`config.mk`:
```
export PLATFORM = sky130hd
export DESIGN_NAME = xnor_cmp_scheduler_flat
export DESIGN_NICKNAME = d
export VERILOG_FILES = /design/src/rtl/xnor_cmp_scheduler_if.sv /design/src/rtl/xnor_cmp_scheduler.sv /design/src/flat_wrapper.sv
export SDC_FILE = /design/constraint.sdc
export NUM_CORES = 1
export LEC_CHECK = 0
export ABC_CLOCK_PERIOD_IN_PS = 2900
export BUFFER_PORTS_ARGS = -buffer_cell sky130_fd_sc_hd__buf_4
export CAP_MARGIN = 10
export CELL_PAD_IN_SITES_DETAIL_PLACEMENT = 0
export CELL_PAD_IN_SITES_GLOBAL_PLACEMENT = 1
export CORE_MARGIN = 5
export CORE_UTILIZATION = 37
export CTS_CLUSTER_SIZE = 14
export DETAILED_ROUTE_END_ITERATION = 10
export PLACE_DENSITY_LB_ADDON = 0.1
export SYNTH_ARGS = -nofsm -noshare
export SYNTH_HDL_FRONTEND = slang
export SYNTH_SLANG_ARGS = --single-unit
```
`constraint.sdc`:
```
create_clock -name clk -period 2.9 [get_ports clk]
set_input_delay 0.145 -clock clk [delete_from_list [all_inputs] [get_ports clk]]
set_output_delay 0.145 -clock clk [all_outputs]
set_load 0.05 [all_outputs]
```
`src/rtl/xnor_cmp_scheduler_if.sv`:
```
// rtl/xnor_cmp_scheduler_if.sv - request/operand/result bundle shared by the comparator scheduler and its clients
interface xnor_cmp_scheduler_if #(
  parameter int N_REQ = 4,
  parameter int WIDTH = 8
);
  localparam int IDW = (N_REQ > 1) ? $clog2(N_REQ) : 1;
  localparam int MIW = (WIDTH > 1) ? $clog2(WIDTH) : 1;

  logic [N_REQ-1:0]       req;
  logic [N_REQ*WIDTH-1:0] a_in;
  logic [N_REQ*WIDTH-1:0] b_in;
  logic [N_REQ-1:0]       gnt;
  logic                   busy;
  logic                   done;
  logic                   eq;
  logic [IDW-1:0]         done_id;
  logic [MIW-1:0]         mis_idx;

  modport master (
    output req, a_in, b_in,
    input  gnt, busy, done, eq, done_id, mis_idx
  );

  modport slave (
    input  req, a_in, b_in,
    output gnt, busy, done, eq, done_id, mis_idx
  );
endinterface

```
`src/rtl/xnor_cmp_scheduler.sv`:
```
// rtl/xnor_cmp_scheduler.sv - round-robin shared bit-serial XNOR equality comparator
module xnor_cmp_scheduler #(
  parameter int N_REQ = 4,
  parameter int WIDTH = 8
) (
  input  logic                 clk,
  input  logic                 rst,
  xnor_cmp_scheduler_if.slave  bus
);
  localparam int IDW = (N_REQ > 1) ? $clog2(N_REQ) : 1;
  localparam int MIW = (WIDTH > 1) ? $clog2(WIDTH) : 1;
  // One extra bit so the counter can represent WIDTH without wrapping.
  localparam int CW  = MIW + 1;

  typedef enum logic [1:0] {S_IDLE, S_RUN, S_DONE} state_t;

  state_t           state_q, state_d;
  logic [IDW-1:0]   last_q, last_d;
  logic [WIDTH-1:0] a_q, a_d;
  logic [WIDTH-1:0] b_q, b_d;
  logic [CW-1:0]    cnt_q, cnt_d;
  logic             acc_q, acc_d;
  logic [MIW-1:0]   mis_q, mis_d;

  logic             found;
  logic [IDW-1:0]   winner;
  logic [IDW-1:0]   cand_id;
  int               cand;
  logic [WIDTH-1:0] sel_a, sel_b;
  logic [N_REQ-1:0] gnt_c;
  logic             bit_eq;

  // Round-robin search starting just after the last winner, wrapping around.
  always_comb begin
    found   = 1'b0;
    winner  = '0;
    cand    = 0;
    cand_id = '0;
    for (int off = 1; off <= N_REQ; off++) begin
      cand    = (int'(last_q) + off) % N_REQ;
      cand_id = IDW'(cand);
      if (!found && bus.req[cand_id]) begin
        found  = 1'b1;
        winner = cand_id;
      end
    end
  end

  // Operand mux for the current winner, built from constant slices.
  always_comb begin
    sel_a = '0;
    sel_b = '0;
    for (int i = 0; i < N_REQ; i++) begin
      if (winner == IDW'(i)) begin
        sel_a = bus.a_in[i*WIDTH +: WIDTH];
        sel_b = bus.b_in[i*WIDTH +: WIDTH];
      end
    end
  end

  // Next-state logic: grant/capture in IDLE, one bit per cycle in RUN, single-cycle DONE.
  always_comb begin
    state_d = state_q;
    last_d  = last_q;
    a_d     = a_q;
    b_d     = b_q;
    cnt_d   = cnt_q;
    acc_d   = acc_q;
    mis_d   = mis_q;
    gnt_c   = '0;
    bit_eq  = a_q[0] ~^ b_q[0];
    case (state_q)
      S_IDLE: begin
        if (found) begin
          gnt_c   = N_REQ'(1) << winner;
          last_d  = winner;
          a_d     = sel_a;
          b_d     = sel_b;
          cnt_d   = '0;
          acc_d   = 1'b1;
          mis_d   = '0;
          state_d = S_RUN;
        end
      end
      S_RUN: begin
        acc_d = acc_q & bit_eq;
        // acc_q still high means no earlier mismatch, so this is the first one.
        if (acc_q && !bit_eq) begin
          mis_d = cnt_q[MIW-1:0];
        end
        a_d   = a_q >> 1;
        b_d   = b_q >> 1;
        cnt_d = cnt_q + CW'(1);
        if (cnt_q == CW'(WIDTH - 1)) begin
          state_d = S_DONE;
        end
      end
      S_DONE: begin
        state_d = S_IDLE;
      end
      default: begin
        state_d = S_IDLE;
      end
    endcase
  end

  // State register; reset leaves requester 0 with first priority.
  always_ff @(posedge clk or posedge rst) begin
    if (rst) begin
      state_q <= S_IDLE;
      last_q  <= IDW'(N_REQ - 1);
      a_q     <= '0;
      b_q     <= '0;
      cnt_q   <= '0;
      acc_q   <= 1'b0;
      mis_q   <= '0;
    end else begin
      state_q <= state_d;
      last_q  <= last_d;
      a_q     <= a_d;
      b_q     <= b_d;
      cnt_q   <= cnt_d;
      acc_q   <= acc_d;
      mis_q   <= mis_d;
    end
  end

  // Result outputs are gated to zero outside the DONE cycle; grant is masked during reset.
  assign bus.gnt     = rst ? '0 : gnt_c;
  assign bus.busy    = (state_q != S_IDLE);
  assign bus.done    = (state_q == S_DONE);
  assign bus.eq      = bus.done & acc_q;
  assign bus.done_id = bus.done ? last_q : '0;
  assign bus.mis_idx = bus.done ? mis_q : '0;
endmodule

```
`src/flat_wrapper.sv`:
```
// flat-port wrapper written by rule: the top's interface ports become plain ports
module xnor_cmp_scheduler_flat 
#(
  parameter int N_REQ = 4,
  parameter int WIDTH = 8
)
  (clk, rst, bus_req, bus_a_in, bus_b_in, bus_gnt, bus_busy, bus_done, bus_eq, bus_done_id, bus_mis_idx);
  xnor_cmp_scheduler_if #(.N_REQ(N_REQ), .WIDTH(WIDTH)) bus_i ();
  input  logic clk;
  input  logic rst;
  input wire logic [$bits(bus_i.req)-1:0] bus_req;
  input wire logic [$bits(bus_i.a_in)-1:0] bus_a_in;
  input wire logic [$bits(bus_i.b_in)-1:0] bus_b_in;
  output wire logic [$bits(bus_i.gnt)-1:0] bus_gnt;
  output wire logic [$bits(bus_i.busy)-1:0] bus_busy;
  output wire logic [$bits(bus_i.done)-1:0] bus_done;
  output wire logic [$bits(bus_i.eq)-1:0] bus_eq;
  output wire logic [$bits(bus_i.done_id)-1:0] bus_done_id;
  output wire logic [$bits(bus_i.mis_idx)-1:0] bus_mis_idx;
  assign bus_i.req = bus_req;
  assign bus_i.a_in = bus_a_in;
  assign bus_i.b_in = bus_b_in;
  assign bus_gnt = bus_i.gnt;
  assign bus_busy = bus_i.busy;
  assign bus_done = bus_i.done;
  assign bus_eq = bus_i.eq;
  assign bus_done_id = bus_i.done_id;
  assign bus_mis_idx = bus_i.mis_idx;
  xnor_cmp_scheduler #(.N_REQ(N_REQ), .WIDTH(WIDTH)) u_core (.clk(clk), .rst(rst), .bus(bus_i));
endmodule
```
==> results of run 1 <==
[worst paths after layout]
check                            startpoint           endpoint  slack, ns  depth (start not counted)
min in group clk               bus_b_in[15]      u_core.b_q[7]       0.15                          3
setup / recovery           u_core.last_q[1]         bus_gnt[1]       0.66                          6
hold reg to reg             u_core.cnt_q[3]  u_core.state_q[1]       0.49                          1
setup reg to reg           u_core.last_q[1]      u_core.a_q[6]       1.01                          6
hold / removal                          rst      u_core.b_q[2]       0.15                          2
max in group asynchronous               rst      u_core.b_q[0]       2.11                          2
[cell usage after synthesis, types with 2 or more instances]
| library cell | instances |
|---|---|
| nor3_1 | 3 |
| a31oi_1 | 2 |
| nor2_1 | 7 |
| dfrtp_1 | 26 |
| buf_6 | 3 |
| a22o_1 | 4 |
| inv_1 | 7 |
| o221ai_1 | 5 |
| clkbuf_1 | 2 |
| nand2_1 | 12 |
| nand2b_1 | 13 |
| a221oi_1 | 11 |
| and2_1 | 6 |
| o22ai_1 | 23 |
| o2111a_1 | 3 |
| a21boi_0 | 2 |
| mux2i_1 | 12 |
| a21oi_1 | 6 |
| xor2_1 | 2 |
| a22oi_1 | 6 |
| a21o_1 | 5 |
| and3_1 | 4 |
| dfstp_2 | 2 |
| o21ai_0 | 8 |
| a32oi_1 | 3 |
| buf_2 | 8 |
| nor2b_1 | 4 |
[cells in the final DEF, fill, tap and decap left out, types with 5 or more instances in the layout]
cell	n
dfrtp_1	26
nor2_1	7
o221ai_1	5
o21ai_0	8
inv_1	7
nand2_1	12
mux2i_1	12
a22oi_1	6
nand2b_1	13
o22ai_1	23
buf_4	82
a21oi_1	6
and2_1	6
a21o_1	5
a221oi_1	11
[sequential cells by signal, summed over array words and instances, names as in the netlist]
signal / flops
u_core.a_q: 8
u_core.b_q: 8
u_core.cnt_q: 4
u_core.mis_q: 3
u_core.last_q: 2
u_core.state_q: 2
u_core.acc_q: 1
[power by group through the flow]
stage          clock [uW]  sequential (uW)  combinational [uW]
6_report              244              729                1250
5_1_grt               268              755                1390
4_1_cts               247              728                1260
3_5_place_dp            0              736                1260
3_3_place_gp            0              732                1240
2_1_floorplan           0              675                1010
[cell type report]
class,instances,area share
Multi-Input combinational cell,152,0.416
Sequential cell,28,0.276
Timing Repair Buffer,82,0.242
Tap cell,67,0.0329
Clock buffer,4,0.0216
Inverter,8,0.0118
[critical path, stage by stage (launching register included)]
cell	delay (ns)
dfstp_2	0.64
mux2i_1	0.11
o2bb2ai_2	0.26
a21o_1	0.12
buf_4	0.28
and3_1	0.21
buf_4	0.20
[cells by family (layout without fill, tap and decap cells)]
kind of cell               after synthesis  after routing
AOI/OAI and AO/OA                       82             82
DFF                                     28             28
buffers and inverters                   21             94
muxes                                   12             12
xor gates and xnor gates                 2              2
adders and majority gates                1              1
and+or+nand+nor                         55             55
[metrics by stage]
step / area [sq um] / utilization / power (uW)
floorplan: 1870 / - / 1690
global placement: 2490 / 0.517 / 1970
detailed placement: 2490 / 0.517 / 1990
CTS: 2550 / 0.529 / 2240
global route: 2550 / 0.529 / 2420
finish: 2550 / 0.529 / 2220
[layer usage]
metal,wire length (um),share of wire,vias up
met2,2750,0.50,65
met4,29,0.0052,0
li1,-,-,922
met1,2430,0.44,853
met5,0,0,-
met3,332,0.060,4
==> impl_metrics.csv, run 1 <==
group,metric,value,unit
power_and_ir_drop,ir_drop,335,uV
logic_synthesis,synth.cell_area,0.00187,sq mm
final_layout,regArea,703,sq um
logic_synthesis,yosysTopAreaCell,"dfrtp_1",
logic_synthesis,synth_compound_area_frac,0.320,
final_layout,multi_input_area,0.00106,sq mm
logic_synthesis,synthSimpleGateAreaFrac,0.165,
detailed_routing,vias,1844,
setup_path,cp.arrival,2.09,ns
setup_path,cp.required,2.76,ns
clocking,numCtsBuffers,3,
sta,maxSlewViolCount,0,
floorplanning,die-area,0.00659,sq mm
sta,final.period_utilization,0.772,
logic_synthesis,synth_area_leaders,"dfrtp_1, o22ai_1, mux2i_1",
detailed_routing,drcViolationCount,0,
clocking,ctsHoldBuffers,0,
logic_synthesis,synth-seq-cells,28,
sta,setup_tns,0,ns
logic_synthesis,ys_seq_area_frac,0.375,
logic_synthesis,ys.flop_type,"dfrtp_1",
logic_synthesis,async_reset_ff_frac,1.00,
power_and_ir_drop,pwr-share-clk,0.110,
placement,gp_congestion,0.769,
logic_synthesis,syn_inst,201,
clocking,cts_root_buffer,"clkbuf_8",
floorplanning,core,0.00482,sq mm
clocking,post_cts_buffers,0,
power_and_ir_drop,combPwrFrac,0.562,
grt,grtUsageMet1,0.231,
clocking,cts_sinks,28,
final_layout,area_growth,35.9,%
sta,rsz0062_at_grt,"no",
grt,use_met2,0.296,
detailed_routing,route.final.wire_length,5540,um
power_and_ir_drop,p_int,1260,uW
final_layout,antenna_cells,0,
grt,top_usage_layer,"met2",
run_status,status,"complete, no violations",
floorplanning,io_pins,82,
grt,grt_start_max_net_pins,29,
final_layout,finalNonFillerCells,341,
detailed_routing,ant_nets,0,
sta,setup_slack,0.661,ns
placement,dp_hpwl,4310,um
power_and_ir_drop,p_sw,955,uW
grt,antenna_found_initial,0,
floorplanning,die_x,81.2,um
floorplanning,rows,25,
placement,dp.cells,337,
clocking,cts.clk_slew.worst_paths,0.10,ns
clocking,htree_levels,1,
sta,setup_violations,0,
sta,max_slew_margin,0.287,
grt,gr-usage-all-layers,0.173,
power_and_ir_drop,p_leak,0.00121,uW
logic_synthesis,synthAdderAreaFrac,0.00668,
setup_path,setup.worst_path.end_class,"primary output",
sta,post-route-min-period,2.24,ns
logic_synthesis,syn_nets,272,
placement,place.port_buffers,81,
clocking,clk_latency,0.28,ns
min_path,min_path_type,"in -> async",
floorplanning,die_y,81.2,um
setup_path,worstSetupStartpointType,"flip-flop",
detailed_routing,drtIter0Drc,69,
setup_path,crit_fanout,17,
placement,place_ws,0.962,ns
sta,skew,0.00549,ns
grt,overflow,0,
sta,clock.fmax,447,MHz
sta,whs,0.148,ns
grt,met3_usage,0.0288,
final_layout,fin_nets,346,
logic_synthesis,synth_top_family_by_area,"compound AO/OA/AOI/OAI gates",
power_and_ir_drop,powerDensity,872,mW/mm^2
detailed_routing,viasPerCell,5.41,
logic_synthesis,yosys.area.top_type_share,0.347,
floorplanning,initial_utilization,0.389,
logic_synthesis,synth_warnings,0,
sta,tightest_slew,1.07,ns
logic_synthesis,synth_edf_count,0,
detailed_routing,wl_per_cell,16.3,um
run,cap_violations,0,
clocking,cts_resized,0,
clocking,cts_buffer_depth,2,
power_and_ir_drop,p_sw_frac,0.430,
logic_synthesis,muxShareOfSynthArea,0.0641,
grt,grt_pass1_vias,1803,
logic_synthesis,syn_area_per_cell,9.32,sq um
power_and_ir_drop,p_seq_frac,0.328,
logic_synthesis,synthDistinctLibCells,39,
final_layout,fill_cells,515,
sta,hold_viol,0,
final_layout,layout-drive-gt1-share,0.343,
clocking,tritoncts,"yes",
setup_path,crit_type,"reg -> out",
grt,grt_first_pass_wirelength,8890,um
detailed_routing,dr.pass1.iters,4,
logic_synthesis,synth-xor-area-share,0.00935,
(Power assumes the default switching activity.)
==> run 2: changes to the inputs <==
--- a/config.mk
+++ b/config.mk
@@ -5,13 +5,13 @@
 export SDC_FILE = /design/constraint.sdc
 export NUM_CORES = 1
 export LEC_CHECK = 0
-export ABC_CLOCK_PERIOD_IN_PS = 2900
+export ABC_CLOCK_PERIOD_IN_PS = 1800
 export BUFFER_PORTS_ARGS = -buffer_cell sky130_fd_sc_hd__buf_4
 export CAP_MARGIN = 10
 export CELL_PAD_IN_SITES_DETAIL_PLACEMENT = 0
 export CELL_PAD_IN_SITES_GLOBAL_PLACEMENT = 1
 export CORE_MARGIN = 5
-export CORE_UTILIZATION = 37
+export CORE_UTILIZATION = 31
 export CTS_CLUSTER_SIZE = 14
 export DETAILED_ROUTE_END_ITERATION = 10
 export PLACE_DENSITY_LB_ADDON = 0.1
==> constraint.sdc (replaced) <==
create_clock -name clk -period 1.8 [get_ports clk]
set_input_delay 0.09 -clock clk [delete_from_list [all_inputs] [get_ports clk]]
set_output_delay 0.09 -clock clk [all_outputs]
set_load 0.05 [all_outputs]
==> impl_metrics.csv, run 2 (synthesis gave the netlist of run 1 again) <==
group,metric,value,unit
placement,place.port_buffers,81,
floorplanning,rows,28,
placement,gp_congestion,0.739,
run_status,status,"finished with violations",
floorplanning,die_x,87.7,um
sta,setup_slack,-0.127,ns
clocking,numCtsBuffers,3,
final_layout,antenna_cells,0,
setup_path,cp_slowest_cell,"dfstp_2",
setup_path,rr_worst_depth,7,
final_layout,mostFrequentLayoutCells,"buf_4, dfrtp_1, o22ai_1, nand2b_1",
min_path,min_path_type,"in -> reg",
setup_path,crit_fanout,6,
final_layout,area_growth,53.0,%
clocking,cts_sinks,28,
min_path,min_from,"bus_b_in[15]",
floorplanning,die_y,87.7,um
floorplanning,core,0.00589,sq mm
grt,antenna_found_initial,0,
power_and_ir_drop,p_leak,0.00137,uW
sta,hold_viol,0,
setup_path,crit_chain,"inv_1, buf_4, o2bb2ai_2, a21o_1, buf_12, and3_4, buf_6",
detailed_routing,viasPerCell,5.15,
final_layout,regArea,703,sq um
setup_path,critPathBufInv,4,
setup_path,cpLargestDelayFamily,"flip-flops",
setup_path,cp.required,1.71,ns
setup_path,worstSetupStartpointType,"flip-flop",
setup_path,setup.worst_path.end_class,"primary output",
floorplanning,initial_utilization,0.318,
sta,clock.fmax,519,MHz
clocking,cts_buffer_depth,2,
grt,grt_start_max_net_pins,17,
setup_path,rrSetupSlack,-0.09,ns
detailed_routing,wl_per_cell,16.0,um
placement,dp_hpwl,4550,um
setup_path,cpPeakStageDelay,0.60,ns
sta,post-route-min-period,1.93,ns
final_layout,final_common_cell,"buf_4",
detailed_routing,route.final.wire_length,5960,um
grt,grt_pass1_vias,2041,
detailed_routing,drcViolationCount,0,
grt,gr-usage-all-layers,0.160,
grt,grt_first_pass_wirelength,9790,um
floorplanning,die-area,0.00770,sq mm
sta,skew,0.00198,ns
power_and_ir_drop,powerDensity,1430,mW/mm^2
sta,rsz0062_at_grt,"yes",
detailed_routing,drtIter0Drc,59,
detailed_routing,dr.pass1.iters,4,
final_layout,fin_nets,370,
setup_path,r2r-end,"u_core.a_q[6]",
final_layout,fill_cells,584,
min_path,holdPathStages,3,
sta,tightest_slew,0.573,ns
final_layout,layout-drive-gt1-share,0.446,
power_and_ir_drop,p_total,4090,uW
setup_path,cp.arrival,1.84,ns
clocking,htree_levels,1,
clocking,cts_root_buffer,"clkbuf_8",
sta,setup_violations,13,
sta,final.period_utilization,1.07,
clocking,cts.clk_slew.worst_paths,0.10,ns
min_path,hold_end,"u_core.b_q[7]",
final_layout,multi_input_area,0.00114,sq mm
sta,whs,0.0871,ns
run,cap_violations,0,
sta,setup_tns,-0.764,ns
power_and_ir_drop,ir_drop,548,uV
grt,overflow,0,
clocking,tritoncts,"yes",
detailed_routing,vias,1921,
sta,max_slew_margin,0.618,
run_status,violations,"negative setup slack",
sta,maxSlewViolCount,0,
final_layout,largestRegisters,"u_core.a_q: 8 flops, u_core.b_q: 8 flops, u_core.cnt_q: 4 flops",
setup_path,timing.rr.start,"u_core.last_q[1]",
placement,place_ws,-0.0945,ns
clocking,clk_latency,0.28,ns
detailed_routing,ant_nets,0,
setup_path,crit_type,"reg -> out",
floorplanning,io_pins,82,
-- run 2: changes by cell type in the layout (fill, tap and decap cells not counted), moves of 2 or more --
cell / previous run / this run
and3_1: 4 / 2
or2_4: 0 / 2
a21oi_2: 0 / 4
nor3_4: 0 / 2
nor3_1: 3 / 1
buf_6: 0 / 5
buf_12: 0 / 2
a21oi_1: 6 / 2
buf_4: 82 / 97
-- run 2: layout make-up --
class / count / area share
Inverter: 8 / 0.0105
Timing Repair Buffer: 106 / 0.293
Multi-Input combinational cell: 152 / 0.399
Tap cell: 75 / 0.0327
Sequential cell: 28 / 0.245
Clock buffer: 4 / 0.0192
-- run 2: how the worst max path moves through the flow --
| stage | slack, ns | depth (start not counted) | end | start |
|---|---|---|---|---|
| finish | -0.13 | 7 | bus_gnt[1] | u_core.last_q[1] |
| global placement | -0.05 | 5 | u_core.b_q[0] | u_core.state_q[0] |
| detailed placement | -0.09 | 5 | u_core.b_q[2] | u_core.state_q[0] |
| global route | -0.19 | 6 | bus_gnt[1] | u_core.last_q[1] |
| floorplan | -0.05 | 5 | bus_gnt[2] | u_core.state_q[1] |
| CTS | -0.13 | 7 | bus_gnt[1] | u_core.last_q[1] |
-- run 2: metal layers --
layer | wire length, um | track usage | vias up
li1 | - | - | 975
met1 | 2760 | 0.219 | 876
met2 | 2720 | 0.258 | 63
met3 | 394 | 0.0310 | 7
met4 | 76 | 0.0404 | 0
met5 | 0 | 0 | -
-- run 2: worst min-delay path, delay by kind of cell --
kind | cells | cell delay, ns
simple gates | 1 | 0.05
buf+inv | 1 | 0.11
compound gates | 1 | 0.09
-- run 2: per-stage QoR --
step | util | instance area, sq um | cells
after floorplan | - | 1910 | 201
after global placement | 0.449 | 2640 | 356
after detailed placement | 0.449 | 2640 | 356
after CTS | 0.478 | 2820 | 369
after global routing | 0.487 | 2870 | 373
final | 0.487 | 2870 | 373
-- run 2: what timing repair did --
item,in CTS,in global routing
pin swaps,3,4
cloned,0,0
gates resized for setup,13,7
setup buffers,8,4
hold buffers,1,0
setup endpoints to repair,16,17
hold endpoints to repair,10,0
-- run 2: where the power goes --
group / internal [uW] / switching [uW]
registers: 937 / 214
logic: 1250 / 1290
clock network: 196 / 203
total: 2390 / 1700
==> run 3: changes to the inputs <==
--- a/config.mk
+++ b/config.mk
@@ -5,13 +5,13 @@
 export SDC_FILE = /design/constraint.sdc
 export NUM_CORES = 1
 export LEC_CHECK = 0
-export ABC_CLOCK_PERIOD_IN_PS = 1800
+export ABC_CLOCK_PERIOD_IN_PS = 2500
 export BUFFER_PORTS_ARGS = -buffer_cell sky130_fd_sc_hd__buf_4
 export CAP_MARGIN = 10
 export CELL_PAD_IN_SITES_DETAIL_PLACEMENT = 0
 export CELL_PAD_IN_SITES_GLOBAL_PLACEMENT = 1
-export CORE_MARGIN = 5
-export CORE_UTILIZATION = 31
+export CORE_MARGIN = 2
+export CORE_UTILIZATION = 37
 export CTS_CLUSTER_SIZE = 14
 export DETAILED_ROUTE_END_ITERATION = 10
 export PLACE_DENSITY_LB_ADDON = 0.1
==> constraint.sdc (replaced) <==
create_clock -name clk -period 2.5 [get_ports clk]
set_input_delay 0.125 -clock clk [delete_from_list [all_inputs] [get_ports clk]]
set_output_delay 0.125 -clock clk [all_outputs]
set_load 0.05 [all_outputs]
==> impl_metrics.csv, run 3 (synthesis gave the netlist of run 1 again) <==
group,metric,value,unit
detailed_routing,dr.pass1.iters,4,
sta,final.period_utilization,0.878,
placement,place_ws,0.458,ns
grt,grt_pass1_vias,1804,
clocking,tritoncts,"yes",
sta,setup_slack,0.305,ns
sta,tightest_slew,0.938,ns
final_layout,antenna_cells,0,
min_path,hold_end,"u_core.b_q[7]",
min_path,min_path_type,"in -> reg",
clocking,numCtsBuffers,3,
setup_path,r2r-end,"u_core.a_q[0]",
setup_path,cp.arrival,2.07,ns
final_layout,final_common_cell,"buf_4",
clocking,ctsHoldBuffers,1,
min_path,holdPathStages,3,
clocking,cts_sinks,28,
run_status,status,"complete, no violations",
setup_path,crit_type,"reg -> out",
clocking,post_cts_buffers,0,
power_and_ir_drop,p_leak,0.00123,uW
placement,placed_cell_area,0.00252,sq mm
grt,overflow,0,
detailed_routing,vias,1883,
floorplanning,die-area,0.00565,sq mm
sta,whs,0.119,ns
clocking,cts_buffer_depth,2,
grt,antenna_found_initial,0,
floorplanning,die_x,75.2,um
setup_path,rr_worst_depth,6,
final_layout,largestRegisters,"u_core.a_q: 8 flops, u_core.b_q: 8 flops, u_core.cnt_q: 4 flops",
sta,clock.fmax,456,MHz
sta,skew,0.00345,ns
detailed_routing,drcViolationCount,0,
sta,max_slew_margin,0.375,
final_layout,fin_nets,349,
clocking,clk_latency,0.28,ns
clocking,htree_levels,1,
clocking,cts_root_buffer,"clkbuf_8",
power_and_ir_drop,powerDensity,1030,mW/mm^2
sta,post-route-min-period,2.20,ns
power_and_ir_drop,ir_drop,383,uV
floorplanning,core,0.00482,sq mm
sta,maxSlewViolCount,0,
setup_path,worstSetupStartpointType,"flip-flop",
detailed_routing,viasPerCell,5.47,
sta,setup_tns,0,ns
clocking,cts.clk_slew.worst_paths,0.10,ns
detailed_routing,drtIter0Drc,61,
sta,setup_violations,0,
floorplanning,io_pins,82,
run,cap_violations,0,
setup_path,timing.rr.start,"u_core.last_q[1]",
final_layout,layout-drive-gt1-share,0.354,
detailed_routing,wl_per_cell,15.8,um
detailed_routing,route.final.wire_length,5440,um
detailed_routing,ant_nets,0,
placement,gp_congestion,0.805,
placement,place.port_buffers,81,
setup_path,setup.worst_path.end_class,"primary output",
clocking,cts_resized,0,
final_layout,fin_area,0.00260,sq mm
floorplanning,initial_utilization,0.389,
final_layout,mostFrequentLayoutCells,"buf_4, dfrtp_1, o22ai_1, nand2b_1",
setup_path,crit_fanout,18,
final_layout,area_growth,38.7,%
grt,grt_first_pass_wirelength,8800,um
setup_path,rrSetupSlack,0.47,ns
setup_path,cp.required,2.38,ns
grt,gr-usage-all-layers,0.205,
min_path,min_from,"bus_b_in[15]",
floorplanning,rows,25,
sta,rsz0062_at_grt,"no",
sta,hold_viol,0,
floorplanning,die_y,75.2,um
placement,dp_hpwl,4160,um
final_layout,fill_cells,478,
grt,grt_start_max_net_pins,28,
[run 3: area by class of cell]
class	instances	area (sq um)	share of cell area
Multi-Input combinational cell	152	1070	0.411
Sequential cell	28	703	0.271
Timing Repair Buffer	85	641	0.247
Tap cell	67	83.8	0.0323
Clock buffer	3	41.3	0.0159
Clock inverter	1	30.0	0.0116
Inverter	8	30.0	0.0116
[run 3: worst max path at each step]
| stage | endpoint | slack, ns | from |
|---|---|---|---|
| floorplan | bus_gnt[2] | 0.32 | u_core.state_q[1] |
| global placement | u_core.b_q[5] | 0.55 | u_core.last_q[1] |
| detailed placement | u_core.a_q[0] | 0.46 | u_core.last_q[1] |
| CTS | bus_gnt[0] | 0.28 | u_core.state_q[1] |
| global route | bus_gnt[0] | 0.17 | u_core.state_q[1] |
| finish | bus_gnt[0] | 0.30 | u_core.state_q[1] |
[run 3: power breakdown]
part / total, uW / switching [uW] / internal, uW
Combinational: 1470 / 803 / 667
Sequential: 841 / 166 / 675
Clock: 363 / 149 / 215
Total: 2670 / 1120 / 1560
[run 3: metrics by stage]
step,instances,util,power (uW)
final,344,0.539,2670
after global routing,344,0.539,2920
after CTS,344,0.539,2690
after detailed placement,339,0.522,2320
after global placement,339,0.522,2310
after floorplan,201,-,1960
[run 3: per-layer routing]
metal | track usage | vias to the layer above | wire, um
met2 | 0.322 | 65 | 2490
met4 | 0.0585 | 0 | 60
li1 | - | 933 | -
met3 | 0.0281 | 5 | 328
met5 | 0 | - | 0
met1 | 0.297 | 880 | 2560
[run 3: critical path, stage by stage (launching register included)]
cell,delay [ns]
dfrtp_1,0.43
or2_2,0.33
or2_1,0.45
nor2_1,0.20
and3_1,0.18
buf_4,0.20
